===== config.mk =====
export PLATFORM = sky130hd
export DESIGN_NAME = bus_arbiter_flat
export DESIGN_NICKNAME = d
export VERILOG_FILES = /design/src/rtl/bus_arbiter_if.sv /design/src/rtl/bus_arbiter.sv /design/src/flat_wrapper.sv
export SDC_FILE = /design/constraint.sdc
export NUM_CORES = 1
export LEC_CHECK = 0
export ABC_CLOCK_PERIOD_IN_PS = 4070
export CORE_ASPECT_RATIO = 1.5
export CORE_MARGIN = 5
export CORE_UTILIZATION = 40
export DETAILED_ROUTE_END_ITERATION = 8
export GPL_ROUTABILITY_DRIVEN = 1
export PLACE_DENSITY = 0.84
export SYNTH_ARGS = -nofsm -noshare
export SYNTH_HDL_FRONTEND = slang
export SYNTH_SLANG_ARGS = --single-unit

===== constraint.sdc =====
create_clock -name clock -period 4.07 [get_ports clock]
set_clock_uncertainty 0.1 [all_clocks]
set_input_delay 1.221 -clock clock [delete_from_list [all_inputs] [get_ports clock]]
set_output_delay 1.221 -clock clock [all_outputs]
set_load 0.02 [all_outputs]

===== src/rtl/bus_arbiter_if.sv =====
// Shared memory-bus bundle between the two requesters, the arbiter and the decoder.
interface bus_arbiter_if #(
  parameter int AW = 16,
  parameter int DW = 8
);
  logic [1:0]    req;
  logic [1:0]    lock;
  logic [AW-1:0] m0_addr;
  logic [AW-1:0] m1_addr;
  logic [DW-1:0] m0_wdata;
  logic [DW-1:0] m1_wdata;
  logic [1:0]    we;
  logic [1:0]    gnt;
  logic [1:0]    ack;
  logic [DW-1:0] rdata;
  logic [AW-1:0] o_addr;
  logic [DW-1:0] o_data;
  logic          o_wren;
  logic [DW-1:0] i_data;

  // Requesters and decoder side.
  modport master (
    output req, lock, m0_addr, m1_addr, m0_wdata, m1_wdata, we, i_data,
    input  gnt, ack, rdata, o_addr, o_data, o_wren
  );

  // Arbiter side.
  modport slave (
    input  req, lock, m0_addr, m1_addr, m0_wdata, m1_wdata, we, i_data,
    output gnt, ack, rdata, o_addr, o_data, o_wren
  );
endinterface


===== src/rtl/bus_arbiter.sv =====
// Round-robin two-master arbiter with bounded locked bursts; each transfer is a
// fixed ADDR/DATA pair matching one-cycle registered-read block RAMs.
module bus_arbiter #(
  parameter int AW        = 16,
  parameter int DW        = 8,
  parameter int MAX_BURST = 16
) (
  input  logic        clock,
  input  logic        reset,
  bus_arbiter_if.slave bus
);
  localparam int BW = (MAX_BURST > 1) ? $clog2(MAX_BURST) : 1;
  localparam logic [BW-1:0] BMAX = BW'(MAX_BURST - 1);

  typedef enum logic [1:0] {IDLE, ADDR, DATA} state_t;

  state_t        state;
  logic          owner;
  logic          last;
  logic [BW-1:0] burst;

  logic [1:0]    gnt_q;
  logic [1:0]    ack_q;
  logic [AW-1:0] addr_q;
  logic [DW-1:0] data_q;
  logic          wren_q;

  logic          tie_pref;
  logic          win;
  logic          keep;
  logic          sel;
  logic [AW-1:0] sel_addr;
  logic [DW-1:0] sel_wdata;
  logic          sel_we;

  function automatic logic [1:0] onehot(input logic b);
    return b ? 2'b10 : 2'b01;
  endfunction

  // Outputs are registered: they are loaded on entry to ADDR from the selected
  // requester, which is equivalent because its inputs are stable while req is high.
  always_comb begin
    tie_pref  = (state == DATA) ? ~owner : ~last;
    win       = 1'b0;
    keep      = 1'b0;
    sel       = 1'b0;
    sel_addr  = '0;
    sel_wdata = '0;
    sel_we    = 1'b0;
    case (bus.req)
      2'b01:   win = 1'b0;
      2'b10:   win = 1'b1;
      2'b11:   win = tie_pref;
      default: win = 1'b0;
    endcase
    if (state == DATA)
      keep = bus.lock[owner] && bus.req[owner] && ((burst < BMAX) || !bus.req[~owner]);
    sel       = keep ? owner : win;
    sel_addr  = sel ? bus.m1_addr  : bus.m0_addr;
    sel_wdata = sel ? bus.m1_wdata : bus.m0_wdata;
    sel_we    = bus.we[sel];
  end

  always_ff @(posedge clock) begin
    if (reset) begin
      state  <= IDLE;
      owner  <= 1'b0;
      last   <= 1'b1;
      burst  <= '0;
      gnt_q  <= '0;
      ack_q  <= '0;
      addr_q <= '0;
      data_q <= '0;
      wren_q <= 1'b0;
    end else begin
      case (state)
        IDLE: begin
          if (|bus.req) begin
            owner  <= sel;
            gnt_q  <= onehot(sel);
            addr_q <= sel_addr;
            data_q <= sel_wdata;
            wren_q <= sel_we;
            state  <= ADDR;
          end
        end
        ADDR: begin
          wren_q <= 1'b0;
          ack_q  <= onehot(owner);
          state  <= DATA;
        end
        DATA: begin
          last  <= owner;
          ack_q <= '0;
          if (keep || (|bus.req)) begin
            burst  <= keep ? ((burst == BMAX) ? burst : burst + 1'b1) : '0;
            owner  <= sel;
            gnt_q  <= onehot(sel);
            addr_q <= sel_addr;
            data_q <= sel_wdata;
            wren_q <= sel_we;
            state  <= ADDR;
          end else begin
            burst  <= '0;
            gnt_q  <= '0;
            addr_q <= '0;
            data_q <= '0;
            wren_q <= 1'b0;
            state  <= IDLE;
          end
        end
        default: state <= IDLE;
      endcase
    end
  end

  assign bus.gnt    = gnt_q;
  assign bus.ack    = ack_q;
  assign bus.o_addr = addr_q;
  assign bus.o_data = data_q;
  assign bus.o_wren = wren_q;
  assign bus.rdata  = bus.i_data;
endmodule


===== src/flat_wrapper.sv =====
// flat-port wrapper written by rule: the top's interface ports become plain ports
module bus_arbiter_flat 
#(
  parameter int AW        = 16,
  parameter int DW        = 8,
  parameter int MAX_BURST = 16
)
  (clock, reset, bus_req, bus_lock, bus_m0_addr, bus_m1_addr, bus_m0_wdata, bus_m1_wdata, bus_we, bus_i_data, bus_gnt, bus_ack, bus_rdata, bus_o_addr, bus_o_data, bus_o_wren);
  bus_arbiter_if #(.AW(AW), .DW(DW)) bus_i ();
  input  logic clock;
  input  logic reset;
  input wire logic [$bits(bus_i.req)-1:0] bus_req;
  input wire logic [$bits(bus_i.lock)-1:0] bus_lock;
  input wire logic [$bits(bus_i.m0_addr)-1:0] bus_m0_addr;
  input wire logic [$bits(bus_i.m1_addr)-1:0] bus_m1_addr;
  input wire logic [$bits(bus_i.m0_wdata)-1:0] bus_m0_wdata;
  input wire logic [$bits(bus_i.m1_wdata)-1:0] bus_m1_wdata;
  input wire logic [$bits(bus_i.we)-1:0] bus_we;
  input wire logic [$bits(bus_i.i_data)-1:0] bus_i_data;
  output wire logic [$bits(bus_i.gnt)-1:0] bus_gnt;
  output wire logic [$bits(bus_i.ack)-1:0] bus_ack;
  output wire logic [$bits(bus_i.rdata)-1:0] bus_rdata;
  output wire logic [$bits(bus_i.o_addr)-1:0] bus_o_addr;
  output wire logic [$bits(bus_i.o_data)-1:0] bus_o_data;
  output wire logic [$bits(bus_i.o_wren)-1:0] bus_o_wren;
  assign bus_i.req = bus_req;
  assign bus_i.lock = bus_lock;
  assign bus_i.m0_addr = bus_m0_addr;
  assign bus_i.m1_addr = bus_m1_addr;
  assign bus_i.m0_wdata = bus_m0_wdata;
  assign bus_i.m1_wdata = bus_m1_wdata;
  assign bus_i.we = bus_we;
  assign bus_i.i_data = bus_i_data;
  assign bus_gnt = bus_i.gnt;
  assign bus_ack = bus_i.ack;
  assign bus_rdata = bus_i.rdata;
  assign bus_o_addr = bus_i.o_addr;
  assign bus_o_data = bus_i.o_data;
  assign bus_o_wren = bus_i.o_wren;
  bus_arbiter #(.AW(AW), .DW(DW), .MAX_BURST(MAX_BURST)) u_core (.clock(clock), .reset(reset), .bus(bus_i));
endmodule

==> impl_metrics.env <==
export IMPL_globalRouteOverflowTotal=0
export IMPL_p_clk_share_pct=25.9
export IMPL_wl_per_cell_um=15.2
export IMPL_cts_made_buffers=5
export IMPL_min_path_cells=2
export IMPL_r2r_end="u_core.bus.o_data[7]$_SDFFE_PP0P_"
export IMPL_end_kind="register"
export IMPL_avgViaCountPerCell=5.39
export IMPL_cts_tree="built"
export IMPL_fp_dieArea_sq_um=5730
export IMPL_ys_warn_count=0
export IMPL_die_x_um=63.5
export IMPL_p_total_mw=1.01
export IMPL_grt_pass1_vias=1695
export IMPL_hold_viol=0
export IMPL_grt_pass1_wl_um=8020
export IMPL_slew_headroom_pct=27.7
export IMPL_ys_ff_latch=37
export IMPL_rrSetupSlack_ns=1.22
export IMPL_grt_max_degree=39
export IMPL_antenna_found_initial=0
export IMPL_netSwitchingFraction_pct=30.8
export IMPL_p_int_uw=701
export IMPL_yosysTopAreaCellShare_pct=43.1
export IMPL_synth_distinct_cells=34
export IMPL_clock_sinks=37
export IMPL_vias=1704
export IMPL_grt_usage_pct=17.1
export IMPL_final_common_cell="clkdlybuf4s50_1"
export IMPL_drtIter0Drc=111
export IMPL_fillers=387
export IMPL_required_ns=4.20
export IMPL_rows=29
export IMPL_timing_hold_ws_ns=0.400
export IMPL_final_cell_mix="84 x clkdlybuf4s50_1, 37 x dfxtp_1, 30 x a21oi_1"
export IMPL_cts_resized=0
export IMPL_hp_start="u_core.bus.gnt[1]$_SDFFE_PP0P_"
export IMPL_instances_no_fill=316
export IMPL_crit_fanout=25
export IMPL_p_per_area_nw_per_um2=390
export IMPL_cts_setup_buffers=0
export IMPL_ctsHoldBuffers=0
export IMPL_hp_class="register to register"
export IMPL_clkLatencyLatePin_ns=0.29
export IMPL_yosys_top_cells_area="dfxtp_1 43%, a22oi_1 11%, a21oi_1 8.7%"
export IMPL_finalSetupViolCount=0
export IMPL_firstDrtPassIters=4
export IMPL_min_period_ns=3.32
export IMPL_seq_power_share_pct=42.0
export IMPL_power_switching_uw=312
export IMPL_fin_util_pct=61.8
export IMPL_h_tree_depth=2
export IMPL_crit_type="primary input to register"
export IMPL_reg2reg_depth=7
export IMPL_crit_chain="clkdlybuf4s50_1 -> mux2i_1 -> a2bb2oi_1 -> o21bai_2 -> a22oi_1 -> a21oi_2"
export IMPL_fin_crit_sh_pct=81.5
export IMPL_hpwl_um=3500
export IMPL_tightestPinTransition_ns=1.08
export IMPL_syn_instance_count=195
export IMPL_io_pins=101
export IMPL_root_buffer="clkbuf_8"
export IMPL_drc_errors=0
export IMPL_outcome="finished clean"
export IMPL_max_cap_violations=0
export IMPL_die_height_um=90.2
export IMPL_leakagePower_nw=0.957
export IMPL_setup_tns_ns=0
export IMPL_startpoint_type="primary input"
export IMPL_hold_path_end="u_core.bus.gnt[1]$_SDFFE_PP0P_"
export IMPL_synth_fp_nets=264
export IMPL_ir_worst_vdd_mv=0.354
export IMPL_insertedDiodeCount=0
export IMPL_fmax_mhz=301
export IMPL_place_inst=309
export IMPL_max_stage_delay_ns=0.87
export IMPL_crit_path_start="bus_req[0]"
export IMPL_wl_um=4810
export IMPL_fin_nets=339
export IMPL_final_layout_size_suffix_gt1_share_pct=5.93
export IMPL_syn_avg_cell_area_sq_um=8.80
export IMPL_critPathArrivalTime_ns=3.44
export IMPL_ctsLongestPathBuffers=2
export IMPL_portBuffers=84
export IMPL_cp_slowest_cell="o21bai_2"
export IMPL_drt_antenna_violating_nets=0
export IMPL_ys_seq_area_share_pct=43.1
export IMPL_syn_area_sq_um=1720
export IMPL_synth_top_area_cell="dfxtp_1"
export IMPL_core_area_sq_um=4210
export IMPL_start_util_pct=40.8
export IMPL_gp_congestion=0.843
export IMPL_worstReg2RegStart="u_core.state[0]$_SDFFE_PP0N_"
export IMPL_rsz0062_at_grt="false"
export IMPL_pwr_share_comb_pct=32.1
export IMPL_drv_slew=0
export IMPL_area_growth_pct=51.6
export IMPL_clkTransAtPathRegs_ns=0.08
[routing by layer]
| layer | GRT usage (%) | part of all wire [%] | wire length [um] |
|---|---|---|---|
| met5 | 0 | 0 | 0 |
| met4 | 7.80 | 2.6 | 123 |
| met3 | 6.61 | 7.6 | 366 |
| met2 | 27.5 | 48 | 2330 |
| met1 | 19.5 | 41 | 1990 |
[power groups by stage]
stage               Sequential, mW  Clock, mW  Combinational, mW
detailed placement           0.433          0              0.331
global placement             0.432          0              0.326
CTS                          0.425      0.272              0.332
floorplan                    0.475          0              0.148
finish                       0.425      0.263              0.326
global route                 0.430      0.291              0.356
[worst max-delay path, delay by kind of cell]
family,cells,cell delay [ns]
AO/OA/AOI/OAI,4,1.47
buffers and inverters,1,0.60
multiplexers,1,0.15
[synthesized netlist by cell type (all sizes together)]
cell type	number
buf	16
a211oi	2
nor3	1
and2b	1
o21ai	7
nor3b	1
nand2b	2
o221ai	1
a22oi	25
o22ai	1
nor2b	1
or3	1
nor2	12
o21a	1
mux2i	6
o21bai	2
a2bb2oi	1
nand3	2
clkbuf	3
nand4	1
a21oi	32
inv	3
o2bb2ai	1
and3	1
dfxtp	37
nand4b	1
ha	5
nand2	27
nand3b	1
[cell families after synthesis]
| family | after synthesis | synth area share, % |
|---|---|---|
| AND/OR/NAND/NOR | 52 | 13.4 |
| multiplexers | 6 | 3.50 |
| AO/OA/AOI/OAI | 73 | 28.4 |
| buffers and inverters | 22 | 7.94 |
| adder cells (fa/ha/maj) | 5 | 3.64 |
| flip-flops | 37 | 43.1 |
[sequential cells by signal (all words and copies together), names as in the netlist]
name and cells:
u_core.last 1, u_core.state 2, u_core.bus.ack 2, u_core.bus.o_data 8
u_core.burst 4, u_core.bus.o_addr 16, u_core.bus.o_wren 1, u_core.bus.gnt 2
u_core.owner 1
[layout make-up]
class	count	area [sq um]	share of cell area (%)
Timing Repair Buffer	87	863	33.2
Tap cell	46	57.6	2.21
Sequential cell	37	741	28.5
Clock buffer	6	82.6	3.17
Multi-Input combinational cell	136	840	32.3
Inverter	3	11.3	0.433
Clock inverter	1	7.51	0.288
[metrics by stage]
| step | area [sq um] | worst slack (ns) |
|---|---|---|
| 3_3_place_gp | 2510 | 0.508 |
| 4_1_cts | 2600 | 0.743 |
| 3_5_place_dp | 2510 | 0.441 |
| 6_report | 2600 | 0.753 |
| 2_1_floorplan | 1720 | 1.39 |
| 5_1_grt | 2600 | 0.585 |
[worst max path at each step]
| stage | end | cells after the start |
|---|---|---|
| 2_1_floorplan | bus_rdata[0] | 1 |
| 3_3_place_gp | u_core.bus.o_data[7]$_SDFFE_PP0P_ | 6 |
| 3_5_place_dp | u_core.bus.o_data[7]$_SDFFE_PP0P_ | 6 |
| 4_1_cts | u_core.bus.o_data[7]$_SDFFE_PP0P_ | 6 |
| 5_1_grt | u_core.bus.o_addr[12]$_SDFFE_PP0P_ | 6 |
| 6_report | u_core.bus.o_data[7]$_SDFFE_PP0P_ | 6 |
(Power assumes the default switching activity.)
